===== config.mk =====
export PLATFORM = sky130hd
export DESIGN_NAME = mem_arbiter
export DESIGN_NICKNAME = d
export VERILOG_FILES = /design/src/rtl/mem_arbiter.sv
export SDC_FILE = /design/constraint.sdc
export NUM_CORES = 1
export LEC_CHECK = 0
export CORE_AREA = 2 2 145 147
export CTS_BUF_LIST = sky130_fd_sc_hd__clkbuf_8 sky130_fd_sc_hd__clkbuf_16
export DETAILED_ROUTE_END_ITERATION = 8
export DIE_AREA = 0 0 147 149
export PLACE_DENSITY = 0.53
export SETUP_SLACK_MARGIN = 0.02
export SLEW_MARGIN = 5
export SYNTH_ARGS = -nofsm -noshare
export SYNTH_HDL_FRONTEND = slang
export SYNTH_SLANG_ARGS = --single-unit

===== constraint.sdc =====
create_clock -name CLK -period 2.2 [get_ports CLK]
set_input_delay 0.44 -clock CLK [delete_from_list [all_inputs] [get_ports CLK]]
set_output_delay 0.44 -clock CLK [all_outputs]
set_load 0.03 [all_outputs]

===== src/rtl/mem_arbiter.sv =====
// Shared-memory arbiter: grants one icache/dcache requester at a time to a single-port RAM
// and keeps dcache two-word bursts atomic. Define MEM_ARB_STATS_EN to add the arb_conflicts counter.
module mem_arbiter #(
  parameter int CPUS   = 2,
  parameter int ADDR_W = 32,
  parameter int DATA_W = 32
) (
  input  logic                     CLK,
  input  logic                     RST,
  input  logic [CPUS-1:0]          iREN,
  input  logic [CPUS*ADDR_W-1:0]   iaddr,
  output logic [CPUS-1:0]          iwait,
  output logic [DATA_W-1:0]        iload,
  input  logic [CPUS-1:0]          dREN,
  input  logic [CPUS-1:0]          dWEN,
  input  logic [CPUS-1:0]          dburst,
  input  logic [CPUS*ADDR_W-1:0]   daddr,
  input  logic [CPUS*DATA_W-1:0]   dstore,
  output logic [CPUS-1:0]          dwait,
  output logic [DATA_W-1:0]        dload,
  output logic                     ramREN,
  output logic                     ramWEN,
  output logic [ADDR_W-1:0]        ramaddr,
  output logic [DATA_W-1:0]        ramstore,
  input  logic [DATA_W-1:0]        ramload,
  input  logic [1:0]               ramstate
`ifdef MEM_ARB_STATS_EN
  ,
  output logic [31:0]              arb_conflicts
`endif
);

  localparam int PTR_W = (CPUS > 1) ? $clog2(CPUS) : 1;
  localparam int IDX_W = $clog2(2 * CPUS);
  localparam logic [1:0] RAM_ACCESS = 2'd2;

  typedef enum logic [1:0] {IDLE, GRANT, LOCK} state_t;

  state_t             state;
  logic [IDX_W-1:0]   owner;
  logic [PTR_W-1:0]   rr_d;
  logic [PTR_W-1:0]   rr_i;

  logic [CPUS-1:0]    d_act;
  logic               any_d;
  logic               any_i;
  logic [IDX_W-1:0]   win;
  logic               own_is_d;
  logic [PTR_W-1:0]   own_n;
  logic               own_active;
  logic               done;

  // Owner indices 0..CPUS-1 are dcaches, CPUS..2*CPUS-1 are icaches.
  function automatic logic [PTR_W-1:0] rr_pick(input logic [CPUS-1:0] req,
                                               input logic [PTR_W-1:0] ptr);
    int idx;
    rr_pick = '0;
    for (int k = CPUS; k >= 1; k--) begin
      idx = int'(ptr) + k;
      if (idx >= CPUS) idx -= CPUS;
      if (req[idx]) rr_pick = PTR_W'(idx);
    end
  endfunction

  assign d_act = dREN | dWEN;
  assign any_d = |d_act;
  assign any_i = |iREN;
  assign iload = ramload;
  assign dload = ramload;

  always_comb begin
    win = '0;
    if (any_d) win = IDX_W'(rr_pick(d_act, rr_d));
    else       win = IDX_W'(CPUS) + IDX_W'(rr_pick(iREN, rr_i));
  end

  always_comb begin
    own_is_d   = (owner < IDX_W'(CPUS));
    own_n      = own_is_d ? PTR_W'(owner) : PTR_W'(owner - IDX_W'(CPUS));
    own_active = own_is_d ? d_act[own_n] : iREN[own_n];
    done       = (state == GRANT) && (ramstate == RAM_ACCESS);
  end

  // RAM is driven only while granted, so an async reset drops the enables at once.
  always_comb begin
    ramREN   = 1'b0;
    ramWEN   = 1'b0;
    ramaddr  = '0;
    ramstore = '0;
    if (state == GRANT) begin
      if (own_is_d) begin
        ramWEN   = dWEN[own_n];
        ramREN   = dREN[own_n] & ~dWEN[own_n];
        ramaddr  = daddr[int'(own_n)*ADDR_W +: ADDR_W];
        ramstore = dstore[int'(own_n)*DATA_W +: DATA_W];
      end else begin
        ramREN   = iREN[own_n];
        ramaddr  = iaddr[int'(own_n)*ADDR_W +: ADDR_W];
      end
    end
  end

  always_comb begin
    iwait = '1;
    dwait = '1;
    if (done) begin
      if (own_is_d) dwait[own_n] = 1'b0;
      else          iwait[own_n] = 1'b0;
    end
  end

  // A dropped request aborts without moving the class pointer.
  always_ff @(posedge CLK or posedge RST) begin
    if (RST) begin
      state <= IDLE;
      owner <= '0;
      rr_d  <= PTR_W'(CPUS - 1);
      rr_i  <= PTR_W'(CPUS - 1);
    end else begin
      case (state)
        IDLE: begin
          if (any_d || any_i) begin
            owner <= win;
            state <= GRANT;
          end
        end
        GRANT: begin
          if (!own_active) begin
            state <= IDLE;
          end else if (ramstate == RAM_ACCESS) begin
            if (own_is_d) rr_d <= own_n;
            else          rr_i <= own_n;
            state <= (own_is_d && dburst[own_n]) ? LOCK : IDLE;
          end
        end
        LOCK: begin
          state <= own_active ? GRANT : IDLE;
        end
        default: state <= IDLE;
      endcase
    end
  end

`ifdef MEM_ARB_STATS_EN
  logic multi_req;
  assign multi_req = ($countones({d_act, iREN}) >= 2);

  always_ff @(posedge CLK or posedge RST) begin
    if (RST)
      arb_conflicts <= '0;
    else if ((state == IDLE) && multi_req && (arb_conflicts != 32'hFFFF_FFFF))
      arb_conflicts <= arb_conflicts + 32'd1;
  end
`endif

endmodule


==> metrics.md, run 1 <==
| Metric | Value |
|---|---|
| Final hold violations | `0` |
| Worst Hold Class | `in -> async` |
| Syn Inst Count | `264` |
| Sequential cell area fraction in the yosys report | `0.06377` |
| Clock-pin slew on the worst setup and hold paths | `0.03 ns` |
| Via density | `3.741` |
| Clock sinks | `6` |
| Top-Level Pins | `370` |
| Violated checks | `setup timing` |
| Final Wtd Congestion | `0.8243` |
| PwrDens | `1172 nW/um2` |
| Most common cell after layout, fill and taps aside | `clkdlybuf4s50_1` |
| Fin. max-slew vios | `0` |
| Vias in the first global route | `3196` |
| Total grt overflow | `0` |
| Average size of a mapped cell | `9.066 um2` |
| Post-synth EDFFs | `0` |
| Fraction of registers with async set/reset | `1.000` |
| Htree depth | `1` |
| Post-place setup slack | `-0.3430 ns` |
| Peak VDD IR | `0.0004302 V` |
| Outcome | `complete, but fails checks` |
| Setup WS post-layout | `-0.07090 ns` |
| Post-layout util | `0.2755` |
| Die Y | `149 um` |
| Startpoint Class | `flip-flop` |
| First-pass GRT wire length | `18.22 mm` |
| Critical path class | `reg -> out` |
| Crit path time final | `2.271 ns` |
| Initial antenna violation count | `2` |
| Die Wd | `147 um` |
| DRC errors left | `0` |
| Num CTS Buffers | `3` |
| Clk buf depth | `2` |
| Critical Path Fanout Max | `5` |
| Setup repair after global routing missed its margin | `yes` |
| Max-cap violations | `0` |
| Worst endpoint required time | `1.76 ns` |
| Area grow syn2layout | `136.6%` |
| Fraction of layout cells with a size suffix above 1 | `0.3945` |
| Starting density of the core | `0.1164` |
| Crit-path cells | `buf_12 -> buf_12 -> buf_16 -> buf_6 -> mux4_2 -> and2_4 -> buf_6` |
| Design Area, Final | `5663 um2` |
| Pwr Total | `6635 uW` |
| Yosys top cell area share | `0.3105` |
| Die ar. | `21900 um2` |
| Synth unique cells | `31` |
| Largest net degree at the start of global routing | `35` |
| Port bufs | `273` |
| Yosys warning total | `0` |
| Nets@finish | `744` |
| Worst setup EP type | `primary output` |
| CP max stage delay | `0.40 ns` |
| Root buffer cell | `clkbuf_16` |
| Clk_lat worst skew | `0.23 ns` |
| Area of the core | `20560 um2` |
| Worst path slowest cell | `dfrtp_2` |
| Final worst-path cycle share | `1.032` |
| TNS Setup | `-0.3222 ns` |
| Rows | `53` |
| DP Area | `5211 um2` |
| Post-Syn Nets | `500` |
| F_max | `0.4404 GHz` |
| Via Count | `2929` |
| Most area-hungry cell type in the Yosys netlist | `mux4_2` |
| Worst Skew | `0.0008299 ns` |
| HPWL Detailed | `10.26 mm` |
| DR iter-0 viols | `51` |
| Final setup fails | `10` |
| Ys flop type | `dfrtp_1` |
| Synthesis-stage register bit count | `6` |
| Rel. slew slack | `0.8206` |
| Slew at the pin closest to its max-slew limit | `0.2617 ns` |
| Top cells by area, synth | `mux4_2 (31%), buf_4 (21%), mux2i_1 (14%)` |
| CTS tree | `done` |
| WL/cell | `16.00 um` |
| Pre-Repair DR Iteration Count | `4` |
| Mapped Area | `2394 um2` |
| Commonest cells after routing, fill and taps aside | `clkdlybuf4s50_1 (202), buf_4 (67), mux2i_1 (34), mux4_2 (33), nor2_1 (31)` |
| GR Util All Layers | `0.1062` |
| Post-Route WL | `12.53 mm` |
| Antenna Nets Post-Route | `0` |
| P_leak | `0.002406 uW` |
| Critical Path AT | `1.83 ns` |
-- per-stage QoR --
step                      std cells  hold slack, ns
final                           783          0.4473
after floorplan                 264          0.2295
after detailed placement        768          0.5035
after global routing            782          0.4899
after global placement          768          0.4850
after CTS                       782          0.4533
-- per-layer routing --
metal	wire length, um	GRT usage
met2	6264	0.2005
met1	4590	0.1161
met3	1496	0.03609
met4	174	0.02019
met5	0	0
-- path summary, 6_finish.rpt --
check	endpoint	slack, ns	cells past startpoint	start
max in group asynchronous	rr_i	1.49	2	RST
hold / removal	owner[0]	0.45	2	RST
setup reg to reg	state[0]	0.57	5	owner[0]
hold reg to reg	rr_d	0.51	2	rr_d
setup / recovery	ramaddr[29]	-0.07	7	owner[1]
min in group CLK	rr_d	0.51	2	rr_d
-- cell type report --
type	instances	area (um2)
clock inverter	1	3.754
fill	2151	14890
antenna	1	2.502
sequential	6	157.7
clock buffer	3	75.07
tap	275	344.1
inverter	5	22.52
multi-input combinational	170	1782
timing repair buffer	322	3276
-- report_power, final --
group	internal, uW	switching, uW	total [uW]	leakage [uW]
Clock	236	64.4	300	0.0000423
Sequential	171	35.1	206	0.0000670
Combinational	3190	2940	6130	0.00230
-- what timing repair did --
| item | CTS | global route |
|---|---|---|
| endpoints found under the setup margin | 67 | 46 |
| hold buffers | 0 | 0 |
| resized for setup | 164 | 31 |
| cloned | 3 | 0 |
| pin swaps | 16 | 1 |
| buffers inserted | 7 | 1 |
-- state kept, by name, indices dropped and copies added, names as in the netlist --
register  count
owner         2
rr_d          1
rr_i          1
state         2
-- cell families (layout without fill, tap and decap cells) --
kind of cell	after synthesis	in the layout	share of synthesized area
flip-flops	6	6	0.06378
other	0	1	0
buffers and inverters	88	331	0.2467
AO/OA/AOI/OAI	11	11	0.03346
AND/OR/NAND/NOR	90	90	0.1924
multiplexers	69	69	0.4637
-- synthesized netlist by cell type (2+ instances only) --
| master | instances |
|---|---|
| or2_4 | 2 |
| buf_4 | 67 |
| a2bb2oi_1 | 2 |
| clkbuf_1 | 9 |
| mux2i_1 | 34 |
| and2_1 | 32 |
| nor3_1 | 2 |
| mux4_2 | 33 |
| nand2b_1 | 4 |
| a21oi_1 | 3 |
| nand2_1 | 5 |
| nor2_1 | 38 |
| buf_2 | 7 |
| dfrtp_1 | 4 |
| dfstp_2 | 2 |
| inv_1 | 5 |
-- critical path, delay by kind of cell, from the launching register on --
| family | cells | cell delay [ns] |
|---|---|---|
| and+or+nand+nor | 1 | 0.15 |
| muxes | 1 | 0.40 |
| DFF | 1 | 0.40 |
| buffers and inverters | 5 | 0.65 |
No activity file was read; power rests on OpenSTA's default activity.
==> run 2, diff against run 1 <==
Settings changed: SLEW_MARGIN 5 to 15.
==> results of run 2 <==
No change in the layout: final DEF, timing and power equal those of run 1.
